--- src/rtl/approx_add_err_monitor.sv ---
// Streaming error monitor for approximate adders: compares an approximate sum against the exact sum,
// gathers error statistics over a batch of N samples and computes the mean absolute error by restoring division.
module approx_add_err_monitor #(
    parameter int WIDTH = 16,
    parameter int CNT_W = 32,
    parameter int ACC_W = 49
) (
    input  logic             clk,
    input  logic             rst_n,
    input  logic             start,
    input  logic [CNT_W-1:0] num_samples,
    input  logic             in_valid,
    output logic             in_ready,
    input  logic [WIDTH-1:0] IN1,
    input  logic [WIDTH-1:0] IN2,
    input  logic [WIDTH:0]   approx_sum,
    output logic             busy,
    output logic             done,
    output logic [CNT_W-1:0] sample_count,
    output logic [CNT_W-1:0] err_count,
    output logic [WIDTH:0]   max_abs_err,
    output logic [ACC_W-1:0] sum_abs_err,
    output logic [ACC_W-1:0] mae
);

    localparam int DCW = $clog2(ACC_W);

    typedef enum logic [2:0] {
        IDLE,
        RUN,
        DRAIN,
        DIV,
        DONE
    } state_t;

    state_t           state;
    logic [CNT_W-1:0] n_lat;

    logic             s1_valid;
    logic [WIDTH:0]   s1_exact;
    logic [WIDTH:0]   s1_approx;
    logic [WIDTH:0]   abs_err;

    logic             drain_cnt;
    logic [DCW-1:0]   div_cnt;
    logic [ACC_W-1:0] div_q;
    logic [ACC_W-1:0] div_q_next;
    logic [CNT_W-1:0] div_rem;
    logic [CNT_W-1:0] div_rem_next;
    logic [CNT_W:0]   rem_sh;
    logic             rem_ge;

    logic             hs;
    logic             last_hs;

    assign in_ready = (state == RUN) && (sample_count < n_lat);
    assign hs       = in_valid && in_ready;
    // sample_count < n_lat whenever hs is high, so the increment cannot wrap
    assign last_hs  = hs && ((sample_count + CNT_W'(1)) == n_lat);

    always_comb begin
        abs_err = '0;
        if (s1_exact >= s1_approx) begin
            abs_err = s1_exact - s1_approx;
        end else begin
            abs_err = s1_approx - s1_exact;
        end
    end

    // One restoring-division step: the remainder stays below N, so it fits in CNT_W bits after subtraction
    always_comb begin
        rem_sh       = {div_rem, div_q[ACC_W-1]};
        rem_ge       = (rem_sh >= {1'b0, n_lat});
        div_rem_next = rem_ge ? CNT_W'(rem_sh - {1'b0, n_lat}) : div_rem;
        if (!rem_ge) begin
            div_rem_next = rem_sh[CNT_W-1:0];
        end
        div_q_next   = {div_q[ACC_W-2:0], rem_ge};
    end

    always_ff @(posedge clk) begin
        if (!rst_n) begin
            s1_valid  <= 1'b0;
            s1_exact  <= '0;
            s1_approx <= '0;
        end else begin
            s1_valid <= hs;
            if (hs) begin
                s1_exact  <= {1'b0, IN1} + {1'b0, IN2};
                s1_approx <= approx_sum;
            end
        end
    end

    // Batch FSM; statistics live here too because an accepted start must clear them
    always_ff @(posedge clk) begin
        if (!rst_n) begin
            state        <= IDLE;
            n_lat        <= '0;
            busy         <= 1'b0;
            done         <= 1'b0;
            sample_count <= '0;
            err_count    <= '0;
            max_abs_err  <= '0;
            sum_abs_err  <= '0;
            mae          <= '0;
            drain_cnt    <= 1'b0;
            div_cnt      <= '0;
            div_q        <= '0;
            div_rem      <= '0;
        end else begin
            if (s1_valid) begin
                sum_abs_err <= sum_abs_err + ACC_W'(abs_err);
                if (abs_err != '0) begin
                    err_count <= err_count + CNT_W'(1);
                end
                if (abs_err > max_abs_err) begin
                    max_abs_err <= abs_err;
                end
            end
            if (hs) begin
                sample_count <= sample_count + CNT_W'(1);
            end

            case (state)
                IDLE, DONE: begin
                    if (start) begin
                        n_lat        <= num_samples;
                        sample_count <= '0;
                        err_count    <= '0;
                        max_abs_err  <= '0;
                        sum_abs_err  <= '0;
                        mae          <= '0;
                        if (num_samples != '0) begin
                            state <= RUN;
                            busy  <= 1'b1;
                            done  <= 1'b0;
                        end else begin
                            state <= DONE;
                            busy  <= 1'b0;
                            done  <= 1'b1;
                        end
                    end
                end
                RUN: begin
                    if (last_hs) begin
                        state     <= DRAIN;
                        drain_cnt <= 1'b0;
                    end
                end
                DRAIN: begin
                    if (drain_cnt) begin
                        state   <= DIV;
                        div_q   <= sum_abs_err;
                        div_rem <= '0;
                        div_cnt <= '0;
                    end else begin
                        drain_cnt <= 1'b1;
                    end
                end
                DIV: begin
                    div_q   <= div_q_next;
                    div_rem <= div_rem_next;
                    div_cnt <= div_cnt + DCW'(1);
                    if (div_cnt == DCW'(ACC_W - 1)) begin
                        state <= DONE;
                        busy  <= 1'b0;
                        done  <= 1'b1;
                        mae   <= div_q_next;
                    end
                end
                default: begin
                    state <= IDLE;
                    busy  <= 1'b0;
                    done  <= 1'b0;
                end
            endcase
        end
    end

endmodule
--- config.mk ---
export PLATFORM = sky130hd
export DESIGN_NAME = approx_add_err_monitor
export DESIGN_NICKNAME = d
export VERILOG_FILES = /design/src/rtl/approx_add_err_monitor.sv
export SDC_FILE = /design/constraint.sdc
export NUM_CORES = 1
export LEC_CHECK = 0
export CELL_PAD_IN_SITES_DETAIL_PLACEMENT = 1
export CELL_PAD_IN_SITES_GLOBAL_PLACEMENT = 1
export CORE_MARGIN = 3
export CORE_UTILIZATION = 45
export CTS_CLUSTER_SIZE = 12
export DETAILED_ROUTE_END_ITERATION = 10
export GPL_TIMING_DRIVEN = 0
export PLACE_DENSITY = 0.95
export RECOVER_POWER = 100
export SLEW_MARGIN = 25
export SYNTH_ARGS = -nofsm -noshare
export SYNTH_HDL_FRONTEND = slang
export SYNTH_SLANG_ARGS = --single-unit
--- constraint.sdc ---
create_clock -name clk -period 11.5 [get_ports clk]
set_input_delay 2.875 -clock clk [delete_from_list [all_inputs] [get_ports clk]]
set_output_delay 2.875 -clock clk [all_outputs]
set_load 0.005 [all_outputs]
# After elaboration in Yosys (flattened, before gate mapping)

Index checks and enable logic that the tools add are counted.

ROM bits: 0
Bits in latches: 0
Word-level logic and storage cells: 97
Output and inout port bits: 182
Flip-flop bits (word level): 339
Bits in writable memories: 0
Bits of input ports: 85
Memories: 0

Magnitude comparators: 4
Bitwise logic cells: 1
Multiply operators: 0
Reduce and logical (&&, ||, !) cells: 17
Muxes and demuxes: 41
Eq/ne operators: 10
Div/mod/pow operators: 0
Add/sub/neg operators: 8
Shifts and indexed selects: 0

Operators with widths:

| kind                                                                  | number |
|---|---|
| 49-bit two-way mux                                                    | 6 |
| 32-bit two-way mux                                                    | 9 |
| 49-bit case mux with 2 select lines                                   | 2 |
| 17-bit two-way mux                                                    | 5 |
| 32-bit by 1-bit adder with 32-bit output, second input constant       | 2 |
| 32-bit case mux with 2 select lines                                   | 1 |
| 49-bit by 17-bit adder with 49-bit output                             | 1 |
| 17-bit subtractor                                                     | 2 |
| 33-bit by 32-bit >= comparator with 1-bit output                      | 1 |
| 32-bit equality test                                                  | 1 |
| 32-bit less-than comparator                                           | 1 |
| 32-bit nonzero test                                                   | 1 |
| 32-bit subtractor                                                     | 1 |
| 16-bit by 16-bit adder with 17-bit output                             | 1 |
| 17-bit >= comparator                                                  | 1 |
| 17-bit > comparator                                                   | 1 |
| 17-bit nonzero test                                                   | 1 |
| 3-bit two-way mux                                                     | 5 |
| 3-bit case mux with 4 select lines                                    | 1 |
| 6-bit case mux with 2 select lines                                    | 1 |
| 2-bit inequality test, second input constant                          | 4 |
| 1-bit two-way mux                                                     | 7 |
| 6-bit by 1-bit adder with 6-bit output, second input constant         | 1 |
| 3-bit by 2-bit equality test with 1-bit output, second input constant | 2 |
| 14 further kinds                                                      | 23 |

# Depth between registers and ports, before layout

Depth after elaboration: 7
Mapped depth: 25
Mapped depth without buffers: 22

# Worst setup path after synthesis

Ideal clock, no wire load.

Kind: reg2reg
Start: register s1_exact[4]
End: register max_abs_err[10]
Setup time: 128 ps
Arrival: 5119 ps
Data required time: 11372 ps
Clock period less this slack: 5247 ps
Slack: 6253 ps
Buffers on the path: 4
Stages on the path, launching flop included: 24
Path through: dfxtp_1 -> inv_1 -> ha_1 -> buf_4 -> a2111o_1 -> o21a_1 -> o211ai_2 -> nand2_2 -> mux2_2 -> a211oi_1 -> xor2_1 -> clkbuf_1 -> inv_1 -> ha_1 -> and4_1 -> and2_1 -> o21ai_0 -> a31oi_1 -> o21ai_0 -> a31oi_1 -> buf_1 -> buf_1 -> mux2i_1 -> nor2_1

Longest elaborated chain between the ends: 7
Elaborated cells between the ends (all ways): 9
Those cells by class: 2 x add/sub; 2 x order compare; 5 x mux

Ends and longest elaborated chain:

| what                                      | RTL line | text |
|---|---|---|
| start, declared                           | 40       | `logic [WIDTH:0] s1_exact;` |
| start signal, assigned                    | 89       | `s1_exact <= {1'b0, IN1} + {1'b0, IN2};` |
| 17-bit subtractor (tied with other cells) | 66       | `abs_err = s1_approx - s1_exact;` |
| 17-bit two-way mux *                      | 63       | `if (s1_exact >= s1_approx) begin` |
| 17-bit > comparator                       | 117      | `if (abs_err > max_abs_err) begin` |
| 17-bit two-way mux *                      | 117      |  |
| 17-bit two-way mux *                      | 112      | `if (s1_valid) begin` |
| 17-bit two-way mux                        | 127      | `if (start) begin` |
| 17-bit two-way mux *                      | 125      | `case (state)` |
| end signal, assigned                      | 118      | `max_abs_err <= abs_err;` |
| end, declared                             | 21       | `output logic [WIDTH:0] max_abs_err,` |

Mark *: on every way between the ends. The rest lies on a longest branch, timed or not.
A chain may end at the register's enable or synchronous reset.

# Worst setup path after layout

Start: register s1_exact[10]
End: register max_abs_err[15]

The elaborated chain is that of the path after synthesis.

==> out/results.ini <==
[clocking]
h-tree-depth = 2
postCtsHoldBufs = 0
clk_latency_ns = 0.56
cts_root_buf = clkbuf_16
numCtsBuffers = 39
cts_tree = done
cts_resized = 0
cts_buffer_depth = 3
post-cts-setup-buffer-count = 0
clk_pin_slew_ns = 0.06
cts.sinks = 339

[power_and_ir_drop]
leakagePower_uw = 0.01051
p_sw_uw = 2635
power_frac_clock = 0.215
swShare = 0.4598
p_int_uw = 3095
comb_power_share = 0.551
seqPwrFrac = 0.234
powerDensity_nw_per_um2 = 220.1
power.total_uw = 5729
irDropWorstVdd_mv = 0.1470

[detailed_routing]
drt_iter0_markers = 1418
vias = 22161
totalWireLength_microns = 81820
wire_per_inst_microns = 22.21
viasPerCell = 6.015
antenna_left = 0
drc = 0
drtPass1Iterations = 6

[global_route]
antenna_found_initial = 1
overflow = 0
grt_pass1_vias = 23709
grt_usage = 0.3137
grt_max_degree = 13
grt_pass1_wl_microns = 128200

[sta]
tightest_slew_ns = 1.086
setup_tns_ns = 0
fin_crit_ns = 7.386
post-route-period-util = 0.6423
grt_setup_unrepaired = false
finalSetupViolCount = 0
hold_slack_ns = 0.4757
hold_viol_final = 0
fmax_mhz = 135.4
slew_headroom = 0.2759
final_max_slew_viol_count = 0
skew_ns = 0.01978

[yosys]
syn_nets = 2984
yosys_warnings = 0
synth_area_sq_um = 21460
ys_ff_latch = 339
synth_ff_type = dfxtp_1
avgSynthCellArea_sq_um = 7.826
synth.distinct_cells = 82
synth_cells = 2742
ys_async_sr_fraction = 0
synth-edff-count = 0
ys_seq_area_frac = 0.3162

[finish]
layout_commonest_cell = nor2_1
design_area_sq_um = 26030
n_fill_cell = 5772
layout_common_cells = nor2_1 (380), dfxtp_1 (339), nand2_1 (247)
drive_gt1_frac = 0.03283
area_growth_pct = 21.32
fin_nets = 3291

[floorplanning]
core_area_sq_um = 46850
die-width_microns = 224.4
num_rows = 79
dieHeight_microns = 224.4
start_util = 0.4580
io_pins = 267
die-area_sq_um = 50340

[place]
gp_congestion = 0.9134
dp_hpwl_microns = 62470
port_buffers = 266
placed_cell_area_sq_um = 24880

[worst_setup_path]
worstSetupEndpoint = max_abs_err[15]
worstReg2RegStart = s1_exact[10]
crit_path_end_kind = register
critical_path_class = reg2reg
ff2ff_setup_slack_ns = 4.11
worst-r2r-cell-count = 25
reg2reg_to = max_abs_err[15]
worst_setup_path_start_kind = register
critPathLaunch = s1_exact[10]
worstPathMaxFanout = 10
critical_path_arrival_ns = 7.81
crit_required_ns = 11.93

[outcome]
status = finished, final reports clean

[job]
maxCapViolations = 0

[min_path]
hold_path_depth = 2
hold_path_class = reg2reg

-- through the flow --
stage                     worst slack, ns    util  instances
after floorplan                     6.253       -       2742
after global placement              5.084  0.5311       3615
after detailed placement            4.770  0.5311       3615
after CTS                           4.593  0.5571       3683
after global routing                3.668  0.5557       3684
final                               4.114  0.5557       3684
-- state kept, by name, indices dropped and copies added, names as in the netlist --
register and cells:
s1_exact 17, drain_cnt 1, s1_approx 17, sum_abs_err 49, div_cnt 6, n_lat 32
max_abs_err 17, mae 49, div_q 49, busy 1, div_rem 32, done 1
sample_count 32, s1_valid 1, state 3, err_count 32
-- power groups by stage --
stage	sequential [uW]	combinational (uW)	clock (uW)
after floorplan	1330	2170	0
after global placement	1360	2910	0
after detailed placement	1360	3100	0
after CTS	1340	3150	1240
after global routing	1350	3430	1290
final	1340	3160	1230
-- worst max-delay path, stage by stage (launching register included) --
cell	delay, ns
dfxtp_1	0.38
inv_1	0.09
ha_1	0.29
clkbuf_1	0.34
a21oi_1	0.21
o21ai_0	0.20
a211oi_1	0.13
o21ai_0	0.51
clkbuf_1	0.45
o211a_1	0.25
nor4_1	0.06
a211oi_1	0.31
xor2_1	0.44
clkbuf_1	0.43
inv_1	0.23
ha_1	0.35
and4_1	0.19
and2_0	0.19
o21ai_0	0.11
a31oi_1	0.17
o21ai_0	0.24
a31oi_1	0.29
clkbuf_1	0.54
clkbuf_1	0.54
mux2i_1	0.27
nor2_1	0.05
-- Yosys cell counts, types with 39 or more instances --
library cell	number	area (sq um)
inv_1	128	480.5
a211oi_1	62	465.5
dfxtp_1	339	6787
nand2_1	246	923.4
a21oi_1	162	810.8
ha_1	152	1902
xor2_1	65	569.3
a21boi_0	42	315.3
nand3_1	61	305.3
nand4_1	39	244.0
o21ai_0	149	745.7
mux2i_1	67	670.6
xnor2_1	104	910.9
clkbuf_1	124	465.5
and3_1	44	275.3
nor2_1	379	1423
nor2b_1	106	663.1
a22oi_1	50	375.4
-- metal layers --
metal	track usage	part of all wire
met4	0.1612	0.057
met2	0.5549	0.49
met5	0	0
met3	0.04712	0.054
met1	0.3690	0.40
-- worst min-delay path by stage --
stage	to	start	slack, ns
finish	busy	busy	0.48
global route	div_rem[14]	div_rem[14]	0.51
CTS	busy	busy	0.48
detailed placement	busy	busy	0.47
global placement	busy	busy	0.46
floorplan	div_rem[31]	div_rem[31]	0.44
-- cell families after synthesis --
kind of cell             Yosys count  share of synthesized area
XOR/XNOR                         169                    0.06898
adder cells (fa/ha/maj)          157                    0.09329
multiplexers                      70                    0.03300
AO/OA/AOI/OAI                    664                     0.2010
flip-flops                       339                     0.3162
AND/OR/NAND/NOR                 1057                     0.2343
buffers and inverters            286                    0.05318
-- layout make-up --
class | count | area, sq um | share of cell area
Timing Repair Buffer | 266 | 2663 | 0.1023
Clock buffer | 58 | 1137 | 0.04369
Buffer | 158 | 623.1 | 0.02393
Multi-Input combinational cell | 2117 | 13500 | 0.5185
Clock inverter | 10 | 83.83 | 0.003220
Sequential cell | 339 | 6787 | 0.2607
Inverter | 128 | 480.5 | 0.01846
Tap cell | 607 | 759.5 | 0.02917
Antenna cell | 1 | 2.502 | 0.00009612
Power figures use the tool's default switching activity.
